[config.mk]
export PLATFORM = sky130hd
export DESIGN_NAME = stream_width_converter
export DESIGN_NICKNAME = d
export VERILOG_FILES = /design/src/rtl/stream_width_converter.sv
export SDC_FILE = /design/constraint.sdc
export NUM_CORES = 1
export LEC_CHECK = 0
export ABC_AREA = 1
export ABC_CLOCK_PERIOD_IN_PS = 4600
export CORE_UTILIZATION = 50
export DETAILED_ROUTE_END_ITERATION = 10
export GPL_TIMING_DRIVEN = 0
export HOLD_SLACK_MARGIN = 0.06
export PLACE_DENSITY = 0.92
export SLEW_MARGIN = 20
export SYNTH_ARGS = -nofsm -noshare
export SYNTH_HDL_FRONTEND = slang
export SYNTH_SLANG_ARGS = --single-unit
[constraint.sdc]
create_clock -name clk -period 4.6 [get_ports clk]
set_input_delay 1.15 -clock clk [delete_from_list [all_inputs] [get_ports clk]]
set_output_delay 1.15 -clock clk [all_outputs]
set_load 0.01 [all_outputs]
[src/rtl/stream_width_converter.sv]
// stream_width_converter
// Valid/ready gearbox between streams of different word widths.
// Downsize: one wide word is serialised into RATIO narrow beats.
// Upsize:   RATIO narrow beats are packed into one wide word; a word may
//           close early on in_last, in which case unfilled lanes read 0.
// Equal widths: a single register stage.
//
// Handshake: a transfer happens on a rising clk edge where valid and ready
// are both high. Once out_valid is high, out_data/out_last/out_lanes hold
// until the transfer completes, and out_valid only drops after a transfer.
module stream_width_converter #(
    parameter int INPUT_WIDTH  = 64,
    parameter int OUTPUT_WIDTH = 32,
    parameter bit LSB_FIRST    = 1'b1,
    localparam int LANE_W = (INPUT_WIDTH < OUTPUT_WIDTH) ? INPUT_WIDTH : OUTPUT_WIDTH,
    localparam int MAX_W  = (INPUT_WIDTH < OUTPUT_WIDTH) ? OUTPUT_WIDTH : INPUT_WIDTH,
    localparam int RATIO  = MAX_W / LANE_W,
    localparam int CNT_W  = $clog2(RATIO + 1)
) (
    input  logic                    clk,
    input  logic                    rst_n,
    input  logic [INPUT_WIDTH-1:0]  in_data,
    input  logic                    in_valid,
    input  logic                    in_last,
    output logic                    in_ready,
    output logic [OUTPUT_WIDTH-1:0] out_data,
    output logic                    out_valid,
    input  logic                    out_ready,
    output logic                    out_last,
    output logic [CNT_W-1:0]        out_lanes
);

    // Low during reset and for the first edge after it, so in_ready is 0
    // while rst_n is low and rises one cycle after deassertion.
    logic r_alive;

    // Track whether the block has seen a clock edge since reset.
    always_ff @(posedge clk or negedge rst_n) begin
        if (!rst_n) begin
            r_alive <= 1'b0;
        end else begin
            r_alive <= 1'b1;
        end
    end

    generate
        if ((MAX_W % LANE_W) != 0) begin : g_bad_ratio
            $error("stream_width_converter: larger width must be a multiple of the smaller width");
        end

        if (RATIO == 1) begin : g_pass
            logic [OUTPUT_WIDTH-1:0] r_data;
            logic                    r_valid;
            logic                    r_last;
            logic                    w_accept;

            assign in_ready  = r_alive && (!r_valid || out_ready);
            assign w_accept  = in_valid && in_ready;
            assign out_data  = r_data;
            assign out_valid = r_valid;
            assign out_last  = r_last;
            assign out_lanes = r_valid ? CNT_W'(1) : '0;

            // One register stage: load on accept, empty when the consumer takes it.
            always_ff @(posedge clk or negedge rst_n) begin
                if (!rst_n) begin
                    r_data  <= '0;
                    r_valid <= 1'b0;
                    r_last  <= 1'b0;
                end else if (w_accept) begin
                    r_data  <= in_data;
                    r_valid <= 1'b1;
                    r_last  <= in_last;
                end else if (out_ready) begin
                    r_valid <= 1'b0;
                end
            end

        end else if (INPUT_WIDTH > OUTPUT_WIDTH) begin : g_down
            localparam logic [0:0] S_EMPTY = 1'b0;
            localparam logic [0:0] S_SEND  = 1'b1;

            logic [0:0]             r_state;
            logic [INPUT_WIDTH-1:0] r_word;
            logic                   r_last;
            logic [CNT_W-1:0]       r_beat;
            logic                   w_last_beat;
            logic                   w_out_valid;
            logic                   w_accept;
            logic                   w_out_xfer;
            logic [CNT_W-1:0]       w_lane_idx;
            logic [LANE_W-1:0]      w_lane;

            assign w_last_beat = (r_beat == CNT_W'(RATIO - 1));
            assign w_out_valid = (r_state == S_SEND);
            // A new word may enter while the final lane of the current one
            // leaves, which keeps the output busy every cycle.
            assign in_ready    = r_alive && ((r_state == S_EMPTY) || (w_last_beat && out_ready));
            assign w_accept    = in_valid && in_ready;
            assign w_out_xfer  = w_out_valid && out_ready;
            assign w_lane_idx  = LSB_FIRST ? r_beat : (CNT_W'(RATIO - 1) - r_beat);

            // Select the lane currently being sent.
            always_comb begin
                w_lane = '0;
                for (int k = 0; k < RATIO; k++) begin
                    if (w_lane_idx == CNT_W'(k)) begin
                        w_lane = r_word[k*LANE_W +: LANE_W];
                    end
                end
            end

            assign out_data  = w_lane;
            assign out_valid = w_out_valid;
            assign out_last  = w_out_valid && r_last && w_last_beat;
            assign out_lanes = w_out_valid ? CNT_W'(1) : '0;

            // EMPTY/SEND sequencing and beat counter.
            always_ff @(posedge clk or negedge rst_n) begin
                if (!rst_n) begin
                    r_state <= S_EMPTY;
                    r_word  <= '0;
                    r_last  <= 1'b0;
                    r_beat  <= '0;
                end else if (w_accept) begin
                    r_state <= S_SEND;
                    r_word  <= in_data;
                    r_last  <= in_last;
                    r_beat  <= '0;
                end else if (w_out_xfer) begin
                    if (w_last_beat) begin
                        r_state <= S_EMPTY;
                    end else begin
                        r_beat <= r_beat + 1'b1;
                    end
                end
            end

        end else begin : g_up
            localparam logic [0:0] S_FILL = 1'b0;
            localparam logic [0:0] S_FULL = 1'b1;

            logic [0:0]              r_state;
            logic [OUTPUT_WIDTH-1:0] r_word;
            logic                    r_last;
            logic [CNT_W-1:0]        r_fill;
            logic                    w_out_valid;
            logic                    w_accept;
            logic                    w_out_xfer;
            logic [CNT_W-1:0]        w_pos_cnt;
            logic [CNT_W-1:0]        w_fill_next;
            logic [CNT_W-1:0]        w_lane_idx;
            logic [OUTPUT_WIDTH-1:0] w_word_next;

            assign w_out_valid = (r_state == S_FULL);
            assign in_ready    = r_alive && ((r_state == S_FILL) || out_ready);
            assign w_accept    = in_valid && in_ready;
            assign w_out_xfer  = w_out_valid && out_ready;
            // An accept while FULL coincides with the output transfer, so the
            // incoming beat starts a fresh word at lane 0.
            assign w_pos_cnt   = w_out_valid ? '0 : r_fill;
            assign w_fill_next = w_pos_cnt + 1'b1;
            assign w_lane_idx  = LSB_FIRST ? w_pos_cnt : (CNT_W'(RATIO - 1) - w_pos_cnt);

            // Merge the incoming beat into its lane; a fresh word starts all-zero.
            always_comb begin
                w_word_next = w_out_valid ? '0 : r_word;
                for (int k = 0; k < RATIO; k++) begin
                    if (w_lane_idx == CNT_W'(k)) begin
                        w_word_next[k*LANE_W +: LANE_W] = in_data;
                    end
                end
            end

            assign out_data  = r_word;
            assign out_valid = w_out_valid;
            assign out_last  = w_out_valid && r_last;
            assign out_lanes = w_out_valid ? r_fill : '0;

            // FILL/FULL sequencing and fill counter.
            always_ff @(posedge clk or negedge rst_n) begin
                if (!rst_n) begin
                    r_state <= S_FILL;
                    r_word  <= '0;
                    r_last  <= 1'b0;
                    r_fill  <= '0;
                end else if (w_accept) begin
                    r_word  <= w_word_next;
                    r_fill  <= w_fill_next;
                    r_last  <= in_last;
                    r_state <= ((w_fill_next == CNT_W'(RATIO)) || in_last) ? S_FULL : S_FILL;
                end else if (w_out_xfer) begin
                    r_word  <= '0;
                    r_fill  <= '0;
                    r_last  <= 1'b0;
                    r_state <= S_FILL;
                end
            end
        end
    endgenerate

endmodule

==> results of run 1 <==
-- area by class of cell --
type | count | area, µm² | area share (%)
Timing Repair Buffer | 105 | 1060 | 22.3
Tap cell | 77 | 96.3 | 2.03
Multi-Input combinational cell | 311 | 1400 | 29.5
Sequential cell | 69 | 1730 | 36.3
Clock inverter | 4 | 70.1 | 1.47
Inverter | 6 | 22.5 | 0.474
Buffer | 40 | 219 | 4.61
Clock buffer | 12 | 155 | 3.27
-- path summary, 6_finish.rpt --
| kind | slack, ns | cells past startpoint | from | to |
|---|---|---|---|---|
| max | 0.71 | 7 | out_ready | in_ready |
| min | 0.47 | 2 | g_down.r_word[59] | g_down.r_word[59] |
| min reg2reg | 0.47 | 2 | g_down.r_word[59] | g_down.r_word[59] |
| max in group asynchronous | 3.28 | 2 | rst_n | g_down.r_beat[0] |
| max reg2reg | 2.98 | 10 | g_down.r_beat[1] | g_down.r_word[9] |
| min in group asynchronous | 0.77 | 1 | rst_n | g_down.r_word[7] |
-- placed cells by master (no fill, tap or decap) --
master	Yosys	final
nand3_1	33	33
buf_6	3	3
nand3_2	1	1
buf_12	0	1
clkbuf_8	0	11
clkinv_2	0	2
buf_1	4	4
nand2_2	1	1
buf_2	19	19
ha_1	2	2
buf_4	6	7
nor2_1	2	2
nand2_1	203	203
bufinv_16	0	2
nand4_1	67	67
clkinv_1	1	1
conb_1	2	2
inv_1	5	5
dfrtp_1	69	69
clkbuf_1	8	9
clkdlybuf4s50_1	0	103
-- state kept, by name, indices dropped and copies added (netlist names) --
register,flops
g_down.r_word,64
out_valid,1
r_alive,1
g_down.r_beat,2
g_down.r_last,1
-- per-stage QoR --
stage               util (%)  power [µW]  std cells  instance area [µm²]
floorplan                  -        1920        426                 3370
global placement        70.2        2610        607                 4510
detailed placement      70.5        2670        608                 4530
finish                  74.0        3240        624                 4750
CTS                     74.0        3240        624                 4750
global route            74.0        3470        624                 4750
-- worst max-delay path: cells and delay by family --
family,cells,cell delay (ns)
simple gates,3,0.26
buf+inv,4,1.32
-- layer usage --
layer	track usage (%)	vias to the layer above
met1	38.6	1640
met3	4.45	28
met4	11.4	0
met2	48.1	184
met5	0	-
li1	-	1639
-- Yosys cell counts (all sizes together) --
master and n:
nand3 34, conb 2, nand2 204, clkinv 1, clkbuf 8, dfrtp 69
nand4 67, nor2 2, buf 32, ha 2, inv 5
-- where the power goes --
| group | switching, µW | internal [µW] |
|---|---|---|
| clock network | 227 | 334 |
| logic | 866 | 737 |
| registers | 173 | 902 |
-- cells by family (layout without fill, tap and decap cells) --
| logic type | count (synthesis) | after routing | synth area share, % |
|---|---|---|---|
| buffers and inverters | 46 | 167 | 7.16 |
| adder cells (fa/ha/maj) | 2 | 2 | 0.742 |
| other | 2 | 2 | 0.223 |
| AND/OR/NAND/NOR | 307 | 307 | 40.6 |
| flip-flops | 69 | 69 | 51.2 |
==> results.sh, run 1 <==
export IMPL_fin_setup_tns_ns=0
export IMPL_clk_pin_slew_worst_paths_ns=0.07
export IMPL_die_area_um2=7070
export IMPL_worstMarginPinSlew_ns=0.525
export IMPL_setup_viol=0
export IMPL_root_buffer="clkbuf_8"
export IMPL_fmax_mhz=257
export IMPL_cts_buffer_depth=2
export IMPL_io_pins=106
export IMPL_setup_ws_ns=0.712
export IMPL_grt_pass1_vias=3444
export IMPL_dpl_worst_slack_ns=0.717
export IMPL_fin_skew_ns=0.00469
export IMPL_critPathKind="input port to primary output"
export IMPL_first_pass_iters=8
export IMPL_place_gp_congestion=0.864
export IMPL_wl_met1_mm=3.86
export IMPL_dpl_hpwl_mm=6.75
export IMPL_synth_area_leaders="dfrtp_1 (51%), nand2_1 (23%), nand4_1 (12%)"
export IMPL_crit_path_start_kind="input port"
export IMPL_grt_overflow_total=0
export IMPL_dieHeight_um=84.1
export IMPL_arrival_ns=2.74
export IMPL_netlist_area_leader_share_pct=51.2
export IMPL_avgSynthCellArea_um2=7.91
export IMPL_status="finished, violations left"
export IMPL_syn_nets=497
export IMPL_start_util_pct=52.5
export IMPL_highest_layer="met4"
export IMPL_cp_max_fo=10
export IMPL_rsz0062_at_grt="no"
export IMPL_maxCapViolCount=0
export IMPL_die_x_um=84.1
export IMPL_coreArea_um2=6420
export IMPL_grt_start_max_net_pins=40
export IMPL_cp_slowest_cell="clkdlybuf4s50_1"
export IMPL_synth_top_area_cell="dfrtp_1"
export IMPL_p_leak_uw=0.00241
export IMPL_required_ns=3.45
export IMPL_post_route_drc_count=15
export IMPL_vias_per_cell=5.59
export IMPL_violations="DRC"
export IMPL_ys_seq_area_share_pct=51.2
export IMPL_wl_per_cell_um=15.3
export IMPL_min_path_type="flip-flop to flip-flop"
export IMPL_cts_resized=0
export IMPL_fin_crit_sh_pct=84.5
export IMPL_hold_buffers=0
export IMPL_antenna_found_initial=0
export IMPL_synth_yosys_warnings=0
export IMPL_dr_first_iter_drc_count=252
export IMPL_io_buffers=104
export IMPL_irDropWorstVdd_mv=0.374
export IMPL_synth_area_um2=3370
export IMPL_numCtsBuffers=9
export IMPL_cts_setup_buffers=0
export IMPL_n_antenna_cell=0
export IMPL_synthCells=426
export IMPL_clock_sinks=69
export IMPL_grt_pass1_wl_mm=16.1
export IMPL_crit_path_end_kind="primary output"
export IMPL_cp_cell_sequence="clkdlybuf4s50_1 -> nand2_1 -> nand2_2 -> buf_2 -> nand2_1 -> inv_1 -> clkdlybuf4s50_1"
export IMPL_post_route_min_period_ns=3.89
export IMPL_via_count=3491
export IMPL_drive_gt1_share_pct=8.59
export IMPL_max_stage_delay_ns=0.52
export IMPL_grt_total_usage_pct=29.0
export IMPL_slew_headroom_pct=65.0
export IMPL_yosys_cell_types_count=16
export IMPL_wl_met3_um=773
export IMPL_synth_seq_cells=69
export IMPL_nets=613
export IMPL_wl_met2_mm=4.67
export IMPL_holdWs_ns=0.475
export IMPL_cts_tree="done"
export IMPL_postRouteAntennaNets=0
export IMPL_power_density_nw_per_um2=682
export IMPL_rows=29
export IMPL_hold_viol_final=0
export IMPL_htree_levels=3
export IMPL_nFillCells=492
export IMPL_area_growth_synth_to_final_pct=40.9
export IMPL_slew_violations=0
export IMPL_finalWirelength_mm=9.54
export IMPL_clock_latency_ns=0.34
Note: power is estimated with default switching activity, not from simulation.
==> run 2, diff against run 1 <==
--- a/config.mk
+++ b/config.mk
@@ -6,12 +6,12 @@
 export NUM_CORES = 1
 export LEC_CHECK = 0
 export ABC_AREA = 1
-export ABC_CLOCK_PERIOD_IN_PS = 4600
-export CORE_UTILIZATION = 50
+export ABC_CLOCK_PERIOD_IN_PS = 3500
+export CORE_UTILIZATION = 42
 export DETAILED_ROUTE_END_ITERATION = 10
 export GPL_TIMING_DRIVEN = 0
 export HOLD_SLACK_MARGIN = 0.06
-export PLACE_DENSITY = 0.92
+export PLACE_DENSITY = 0.83
 export SLEW_MARGIN = 20
 export SYNTH_ARGS = -nofsm -noshare
 export SYNTH_HDL_FRONTEND = slang
==> constraint.sdc (replaced) <==
create_clock -name clk -period 3.5 [get_ports clk]
set_input_delay 0.875 -clock clk [delete_from_list [all_inputs] [get_ports clk]]
set_output_delay 0.875 -clock clk [all_outputs]
set_load 0.01 [all_outputs]
==> results.sh, run 2 (same netlist as run 1, synthesis figures left out) <==
export IMPL_status="completed"
export IMPL_fin_skew_ns=0.0113
export IMPL_final_common_cell="nand2_1"
export IMPL_critPathKind="input port to primary output"
export IMPL_coreArea_um2=7730
export IMPL_io_buffers=104
export IMPL_io_pins=106
export IMPL_post_route_drc_count=0
export IMPL_drive_gt1_share_pct=8.59
export IMPL_cts_tree="done"
export IMPL_finalWirelength_mm=9.86
export IMPL_crit_path_start_kind="input port"
export IMPL_clkPwrFrac_pct=18.7
export IMPL_nets=613
export IMPL_fmax_mhz=299
export IMPL_wl_per_cell_um=15.2
export IMPL_required_ns=2.62
export IMPL_cts_setup_buffers=0
export IMPL_htree_levels=3
export IMPL_min_path_type="input port to asynchronous set/reset pin"
export IMPL_arrival_ns=2.47
export IMPL_clk_pin_slew_worst_paths_ns=0.08
export IMPL_hold_buffers=0
export IMPL_p_leak_uw=0.00241
export IMPL_fin_crit_sh_pct=95.6
export IMPL_p_sw_share_pct=38.6
export IMPL_cts_buffer_depth=2
export IMPL_layout_common_cells="nand2_1 (203), clkdlybuf4s50_1 (103), dfrtp_1 (69)"
export IMPL_clock_latency_ns=0.34
export IMPL_worstMarginPinSlew_ns=0.507
export IMPL_slew_violations=0
export IMPL_rows=32
export IMPL_via_count=3432
export IMPL_finalCoreUtilization_pct=62.2
export IMPL_place_gp_congestion=0.800
export IMPL_largest_reg_flops=64
export IMPL_grt_start_max_net_pins=43
export IMPL_largest_register="g_down.r_word"
export IMPL_cts_resized=0
export IMPL_post_route_min_period_ns=3.35
export IMPL_p_sw_uw=1670
export IMPL_first_pass_iters=5
export IMPL_grt_overflow_total=0
export IMPL_dpl_hpwl_mm=6.94
export IMPL_p_seq_share_pct=32.7
export IMPL_power_density_nw_per_um2=899
export IMPL_cp_max_fo=10
export IMPL_numCtsBuffers=9
export IMPL_maxCapViolCount=0
export IMPL_irDropWorstVdd_mv=0.479
export IMPL_top_regs="g_down.r_word: 64 flops, g_down.r_beat: 2 flops"
export IMPL_power_uw=4320
export IMPL_hold_viol_final=0
export IMPL_fin_setup_tns_ns=0
export IMPL_holdWs_ns=0.452
export IMPL_rsz0062_at_grt="no"
export IMPL_grt_pass1_wl_mm=16.2
export IMPL_dr_first_iter_drc_count=199
export IMPL_slew_headroom_pct=66.2
export IMPL_postRouteAntennaNets=0
export IMPL_die_area_um2=8390
export IMPL_die_x_um=91.6
export IMPL_start_util_pct=43.6
export IMPL_clock_sinks=69
export IMPL_grt_pass1_vias=3321
export IMPL_setup_viol=0
export IMPL_crit_path_end_kind="primary output"
export IMPL_root_buffer="clkbuf_8"
export IMPL_dieHeight_um=91.6
export IMPL_n_antenna_cell=0
export IMPL_area_growth_synth_to_final_pct=42.5
export IMPL_ff2ff_setup_slack_ns=1.88
export IMPL_vias_per_cell=5.29
export IMPL_power_internal_uw=2650
export IMPL_grt_total_usage_pct=24.5
export IMPL_p_comb_share_pct=48.5
export IMPL_antenna_found_initial=0
==> run 2: changes by cell type in the layout (fill, tap and decap cells not counted) <==
cell,previous run,this run
clkinvlp_4,0,1
bufinv_16,2,3
clkbuf_8,11,10
clkinv_2,2,0
inv_6,0,1
==> run 2: metal layers <==
metal	vias up	GRT usage, %	part of all wire (%)
li1	1644	-	-
met1	1650	33.5	43
met2	131	41.0	50
met3	7	3.27	6.4
met4	0	5.95	0.61
met5	-	0	0
==> run 2: layout make-up <==
cell class                      count  area (µm²)
Fill cell                         693        2920
Buffer                             40         219
Sequential cell                    69        1730
Timing Repair Buffer              105        1060
Clock inverter                      5         106
Tap cell                          102         128
Inverter                            6        22.5
Multi-Input combinational cell    311        1400
Clock buffer                       11         141
==> run 2: path summary, 6_finish.rpt <==
path / start / endpoint / cells after the start
max reg2reg: g_down.r_beat[1] / g_down.r_word[26] / 10
min: rst_n / g_down.r_word[6] / 1
min reg2reg: g_down.r_word[56] / g_down.r_word[56] / 2
min in group clk: g_down.r_word[56] / g_down.r_word[56] / 2
max in group asynchronous: rst_n / g_down.r_word[24] / 2
max: out_ready / in_ready / 7
==> run 2: worst max-delay path: stages <==
cell and delay (ns):
clkdlybuf4s50_1 0.53, nand2_1 0.08, nand2_2 0.10, buf_2 0.23
nand2_1 0.07, inv_1 0.05, clkdlybuf4s50_1 0.52
==> run 2: stage by stage <==
step,std cells,setup WS (ns),area [µm²]
floorplan,426,1.30,3370
global placement,632,-0.705,4540
detailed placement,633,0.155,4560
CTS,649,0.144,4800
global route,649,0.0475,4800
finish,649,0.155,4800
==> run 2: power groups by stage <==
| stage | clock, µW | combinational (µW) | sequential, µW |
|---|---|---|---|
| after floorplan | 0 | 1160 | 1360 |
| after global placement | 0 | 2050 | 1400 |
| after detailed placement | 0 | 2110 | 1420 |
| after CTS | 816 | 2120 | 1410 |
| after global routing | 847 | 2320 | 1460 |
| final | 809 | 2100 | 1410 |
==> run 3, diff against run 2 <==
--- a/config.mk
+++ b/config.mk
@@ -6,12 +6,13 @@
 export NUM_CORES = 1
 export LEC_CHECK = 0
 export ABC_AREA = 1
-export ABC_CLOCK_PERIOD_IN_PS = 3500
-export CORE_UTILIZATION = 42
+export ABC_CLOCK_PERIOD_IN_PS = 3800
+export CORE_UTILIZATION = 47
 export DETAILED_ROUTE_END_ITERATION = 10
 export GPL_TIMING_DRIVEN = 0
 export HOLD_SLACK_MARGIN = 0.06
-export PLACE_DENSITY = 0.83
+export PLACE_DENSITY = 0.88
+export SKIP_LAST_GASP = 1
 export SLEW_MARGIN = 20
 export SYNTH_ARGS = -nofsm -noshare
 export SYNTH_HDL_FRONTEND = slang
==> constraint.sdc (replaced) <==
create_clock -name clk -period 3.8 [get_ports clk]
set_input_delay 0.95 -clock clk [delete_from_list [all_inputs] [get_ports clk]]
set_output_delay 0.95 -clock clk [all_outputs]
set_load 0.01 [all_outputs]
==> results.sh, run 3 (same netlist as run 1, synthesis figures left out) <==
export IMPL_final_common_cell="nand2_1"
export IMPL_nFillCells=558
export IMPL_place_gp_congestion=0.820
export IMPL_slew_violations=0
export IMPL_holdCritStartpoint="g_down.r_word[43]"
export IMPL_clk_pin_slew_worst_paths_ns=0.07
export IMPL_root_buffer="clkbuf_8"
export IMPL_fmax_mhz=286
export IMPL_cp_slowest_cell="clkdlybuf4s50_1"
export IMPL_start_util_pct=49.1
export IMPL_die_x_um=86.7
export IMPL_hold_path_depth=2
export IMPL_min_to="g_down.r_word[43]"
export IMPL_postRouteAntennaNets=0
export IMPL_dieHeight_um=86.7
export IMPL_status="completed"
export IMPL_crit_path_start_kind="input port"
export IMPL_clock_latency_ns=0.34
export IMPL_ff_latch_area_um2=1730
export IMPL_fin_crit_sh_pct=92.1
export IMPL_first_pass_iters=4
export IMPL_maxCapViolCount=0
export IMPL_setup_viol=0
export IMPL_cp_max_fo=10
export IMPL_hold_viol_final=0
export IMPL_arrival_ns=2.55
export IMPL_dpl_worst_slack_ns=0.316
export IMPL_largest_register="g_down.r_word"
export IMPL_n_antenna_cell=0
export IMPL_htree_levels=3
export IMPL_rows=30
export IMPL_post_route_min_period_ns=3.50
export IMPL_layout_common_cells="nand2_1 (203), clkdlybuf4s50_1 (103), dfrtp_1 (69)"
export IMPL_top_regs="g_down.r_word: 64 flops, g_down.r_beat: 2 flops"
export IMPL_clock_sinks=69
export IMPL_finalWirelength_mm=9.42
export IMPL_r2r_cells=10
export IMPL_grt_pass1_wl_mm=15.8
export IMPL_drive_gt1_share_pct=8.41
export IMPL_dpl_hpwl_mm=6.74
export IMPL_antenna_found_initial=0
export IMPL_post_route_drc_count=0
export IMPL_required_ns=2.85
export IMPL_grt_pass1_vias=3375
export IMPL_p_leak_uw=0.00239
export IMPL_placed_cell_area_um2=4550
export IMPL_cts_tree="done"
export IMPL_area_growth_synth_to_final_pct=40.7
export IMPL_slew_headroom_pct=65.5
export IMPL_io_buffers=104
export IMPL_dp_cells=627
export IMPL_worstMarginPinSlew_ns=0.518
export IMPL_max_stage_delay_ns=0.54
export IMPL_die_area_um2=7510
export IMPL_r2r_start="g_down.r_beat[1]"
export IMPL_numCtsBuffers=9
export IMPL_largest_reg_flops=64
export IMPL_fin_area_um2=4740
export IMPL_cp_cell_sequence="clkdlybuf4s50_1 -> nand2_1 -> nand2_2 -> buf_2 -> nand2_1 -> inv_1 -> clkdlybuf4s50_1"
export IMPL_rr_endpoint="g_down.r_word[26]"
export IMPL_cts_setup_buffers=0
export IMPL_hold_buffers=0
export IMPL_dr_first_iter_drc_count=245
export IMPL_coreArea_um2=6870
export IMPL_fin_skew_ns=0.00746
export IMPL_vias_per_cell=5.35
export IMPL_wl_per_cell_um=14.7
export IMPL_setup_ws_ns=0.302
export IMPL_multi_input_area_um2=1400
export IMPL_cts_buffer_depth=2
export IMPL_stdcell_count=643
export IMPL_critPathKind="input port to primary output"
export IMPL_cts_resized=0
export IMPL_grt_overflow_total=0
export IMPL_irDropWorstVdd_mv=0.430
export IMPL_ff2ff_setup_slack_ns=2.16
export IMPL_nets=613
export IMPL_io_pins=106
export IMPL_power_density_nw_per_um2=807
export IMPL_grt_total_usage_pct=27.4
export IMPL_via_count=3438
export IMPL_power_uw=3830
export IMPL_grt_start_max_net_pins=40
export IMPL_crit_path_end_kind="primary output"
export IMPL_min_path_type="flip-flop to flip-flop"
export IMPL_rsz0062_at_grt="no"
-- run 3: cell types whose count changed in the layout (fill, tap and decap cells not counted), sizes merged --
cell and delta:
inv -1, clkbuf +1, bufinv -2, clkinv +2
-- run 3: routing by layer --
layer	track usage, %	vias to the layer above	part of all wire (%)
met5	0	-	0
met4	10.3	0	1.5
met3	4.95	15	7.1
met2	45.9	148	49
met1	35.6	1631	42
li1	-	1644	-
-- run 3: worst max-delay path by stage --
stage	start	to	cells after the start	slack, ns
after detailed placement	out_ready	in_ready	7	0.32
final	out_ready	in_ready	7	0.30
after CTS	out_ready	in_ready	7	0.30
after global routing	out_ready	in_ready	7	0.21
after floorplan	out_ready	in_ready	5	1.45
after global placement	rst_n	g_down.r_word[55]	1	-0.45
-- run 3: cell type report --
cell class	count	share of cell area, %
repair buffers	105	22.3
clock inverters	4	1.00
flip-flops and latches	69	36.4
multi-input cells	311	29.6
plain buffers	40	4.62
inverters	6	0.475
clock buffers	12	3.06
well taps	96	2.53
-- run 3: worst max-delay path: cells and delay by family --
kind	cells	cell delay, ns
simple gates	3	0.27
buf+inv	4	1.33
-- run 3: where the power goes --
part | internal [µW] | switching [µW] | total [µW]
sequential | 1090 | 213 | 1310
combinational | 893 | 1040 | 1930
clock | 319 | 272 | 591
-- run 3: metrics by stage --
step	TNS [ns]	util [%]	hold slack [ns]
global route	0	69.0	0.496
finish	0	69.0	0.475
CTS	0	69.0	0.477
floorplan	0	-	0.442
detailed placement	0	66.2	0.459
global placement	-30.86	66.0	0.454
==> edit (config.mk and constraints of run 2) <==
`OUTPUT_WIDTH`: 32 -> 64.
--- a/src/rtl/stream_width_converter.sv
+++ b/src/rtl/stream_width_converter.sv
@@ -12,3 +12,3 @@
     parameter int INPUT_WIDTH  = 64,
-    parameter int OUTPUT_WIDTH = 32,
+    parameter int OUTPUT_WIDTH = 64,
     parameter bit LSB_FIRST    = 1'b1,
Ports: changed (resized out_data and out_lanes); port bits go from 106 to 137. No check against the original RTL was run, so the function may have changed too.
==> edit against run 2 <==
Setup slack improved by 0.39 ns. Fmax increased by 13%. Utilization grew 7.9 points. Area after synthesis fell by 17%. Non-clock buffer count rose by 21. Final area is 6.9% lower. Wire length fell by 21%. Highest routed layer unchanged. Synthesized cell count down 30%. Sequential share of layout area increased by 1.5 points. First-iteration DRC count is 26% lower. Sequential cell count decreased by 2.
Power is not compared: it rests on default switching activity, and its combinational part moved more than twofold at a synthesized area within 25%.
==> edit: results (changes against run 2) <==
M1 GR Usage - 31.4% (-2.1 points)
placer's final routability congestion estimate - 0.798 (-0.20%)
worst vdd rail ir drop - 0.000303 V
clk slew on worst S/H paths - 0.07 ns
Placed Instance Area - 4260 um2 (-6.5%)
vias in the first global route - 2567 (-23%)
Wirelength per Cell - 14.7 um (-3.0%)
Global Route Usage Sum - 23.1% (-1.3 points)
antenna violations before repair - 0 (unchanged)
Post-Synth XOR/XNOR Area - 0% (unchanged)
CTS root buf - clkbuf_8
Post-Synthesis Net Count - 366 (-26%)
Crit Path Max Fanout - 2 (-8)
port buffer count - 136 (+31%)
largest net degree at the start of global routing - 38 (-12%)
crit path DAT - 2.08 ns (-0.39 ns)
Distinct cells, synth - 12 (-4)
Max stage delay on crit path - 0.57 ns (+0.04 ns)
final-layout fill cell count - 504 (-27%)
Hold Crit Class - primary input to async pin
via-per-instance ratio - 5.11 (-3.3%)
YS warnings - 0 (unchanged)
Syn Area/Cell - 9.38 um2 (+19%)
Async S/R FF share, synth - 100% (unchanged)
share of layout cells above drive strength 1 - 9.56% (+0.96 points)
LEAKAGE - 0.00214 uW
post-synthesis mux area share - 0% (unchanged)
sequential cell area fraction in the yosys report - 60.2% (+9.0 points)
via count - 2695 (-21%)
First-pass DRT Iterations - 4 (-1)
Synth Area in Compound Gates - 0.270% (+0.27 points)
Synth Area in Adders - 0% (-0.74 points)
Post-synth top cells - 131 x nand2_1, 67 x dfrtp_1, 65 x nand4_1
post-CTS sizing - 0 (unchanged)
Synth area leaders - dfrtp_1 60%, nand2_1 18%, nand4_1 15%, buf_2 2.0%, buf_4 1.9%
ANT cells - 0 (unchanged)
Crit-path slowest cell - clkdlybuf4s50_1
iteration-0 DRC count of the detailed router - 148 (-26%)
run status - complete, no violations
global-route wire length before repair - 12.8 mm (-21%)
Inst Count DP - 511 (-19%)
Post-Route Utilization - 70.0% (+7.9 points)
Num CTS Buffers - 9 (unchanged)
depth of the CTS H-tree - 3 (unchanged)
DP HPWL - 5.51 mm (-21%)
met3 Usage GRT - 7.46% (+4.2 points)
met2 GRT Util - 36.4% (-4.7 points)
Worst-Skew Late Latency - 0.33 ns
Final Skew - 0.00423 ns (-0.00709 ns)
## edit: final cells by class
type / count / share of cell area (%)
Buffer: 29 / 4.00
Clock buffer: 12 / 3.69
Clock inverter: 4 / 1.06
Inverter: 1 / 0.0839
Multi-Input combinational cell: 200 / 20.7
Sequential cell: 67 / 37.5
Tap cell: 77 / 2.15
Timing Repair Buffer: 137 / 30.8
## edit: worst paths after layout
| check | from | end | slack, ns | cells after the start |
|---|---|---|---|---|
| max | out_ready | in_ready | 0.55 | 4 |
| max reg2reg | out_valid$_DFFE_PN0P_ | out_data[11]$_DFFE_PN0P_ | 2.27 | 5 |
| min reg2reg | out_data[26]$_DFFE_PN0P_ | out_data[26]$_DFFE_PN0P_ | 0.47 | 2 |
| max in group asynchronous | rst_n | out_data[41]$_DFFE_PN0P_ | 2.49 | 2 |
| min | rst_n | out_data[26]$_DFFE_PN0P_ | 0.47 | 1 |
| min in group clk | out_data[26]$_DFFE_PN0P_ | out_data[26]$_DFFE_PN0P_ | 0.47 | 2 |
## edit: kinds of logic after synthesis
family	Yosys count
buffers and inverters	30
and+or+nand+nor	198
other	1
DFF	67
AOI/OAI and AO/OA	1
## edit: worst reg2reg max path, cell delays in order, from the launching register on
cell and delay [ns]:
dfrtp_1 0.43, nand2_2 0.13, buf_4 0.18, buf_2 0.24
nand4_1 0.12, nand2_1 0.09
## edit: stage by stage
step / total power (uW) / setup WS, ns / hold slack, ns / TNS [ns]
finish: 2240 / 0.545 / 0.469 / 0
global placement: 1560 / -0.628 / 0.453 / -41.84
CTS: 2260 / 0.542 / 0.475 / 0
global route: 2360 / 0.508 / 0.482 / 0
floorplan: 1190 / 1.53 / 0.506 / 0
detailed placement: 1580 / 0.536 / 0.457 / 0
## edit: where the power goes
group          total [uW]  leakage, uW  switching [uW]  internal (uW)
clock network         671     0.000108             286            385
registers             963     0.000830            67.8            895
logic                 603      0.00120             259            344
## edit: metal layers
| layer | vias to the layer above | part of all wire [%] |
|---|---|---|
| li1 | 1298 | - |
| met1 | 1277 | 42 |
| met2 | 110 | 49 |
| met3 | 10 | 7.4 |
| met4 | 0 | 1.2 |
| met5 | - | 0 |
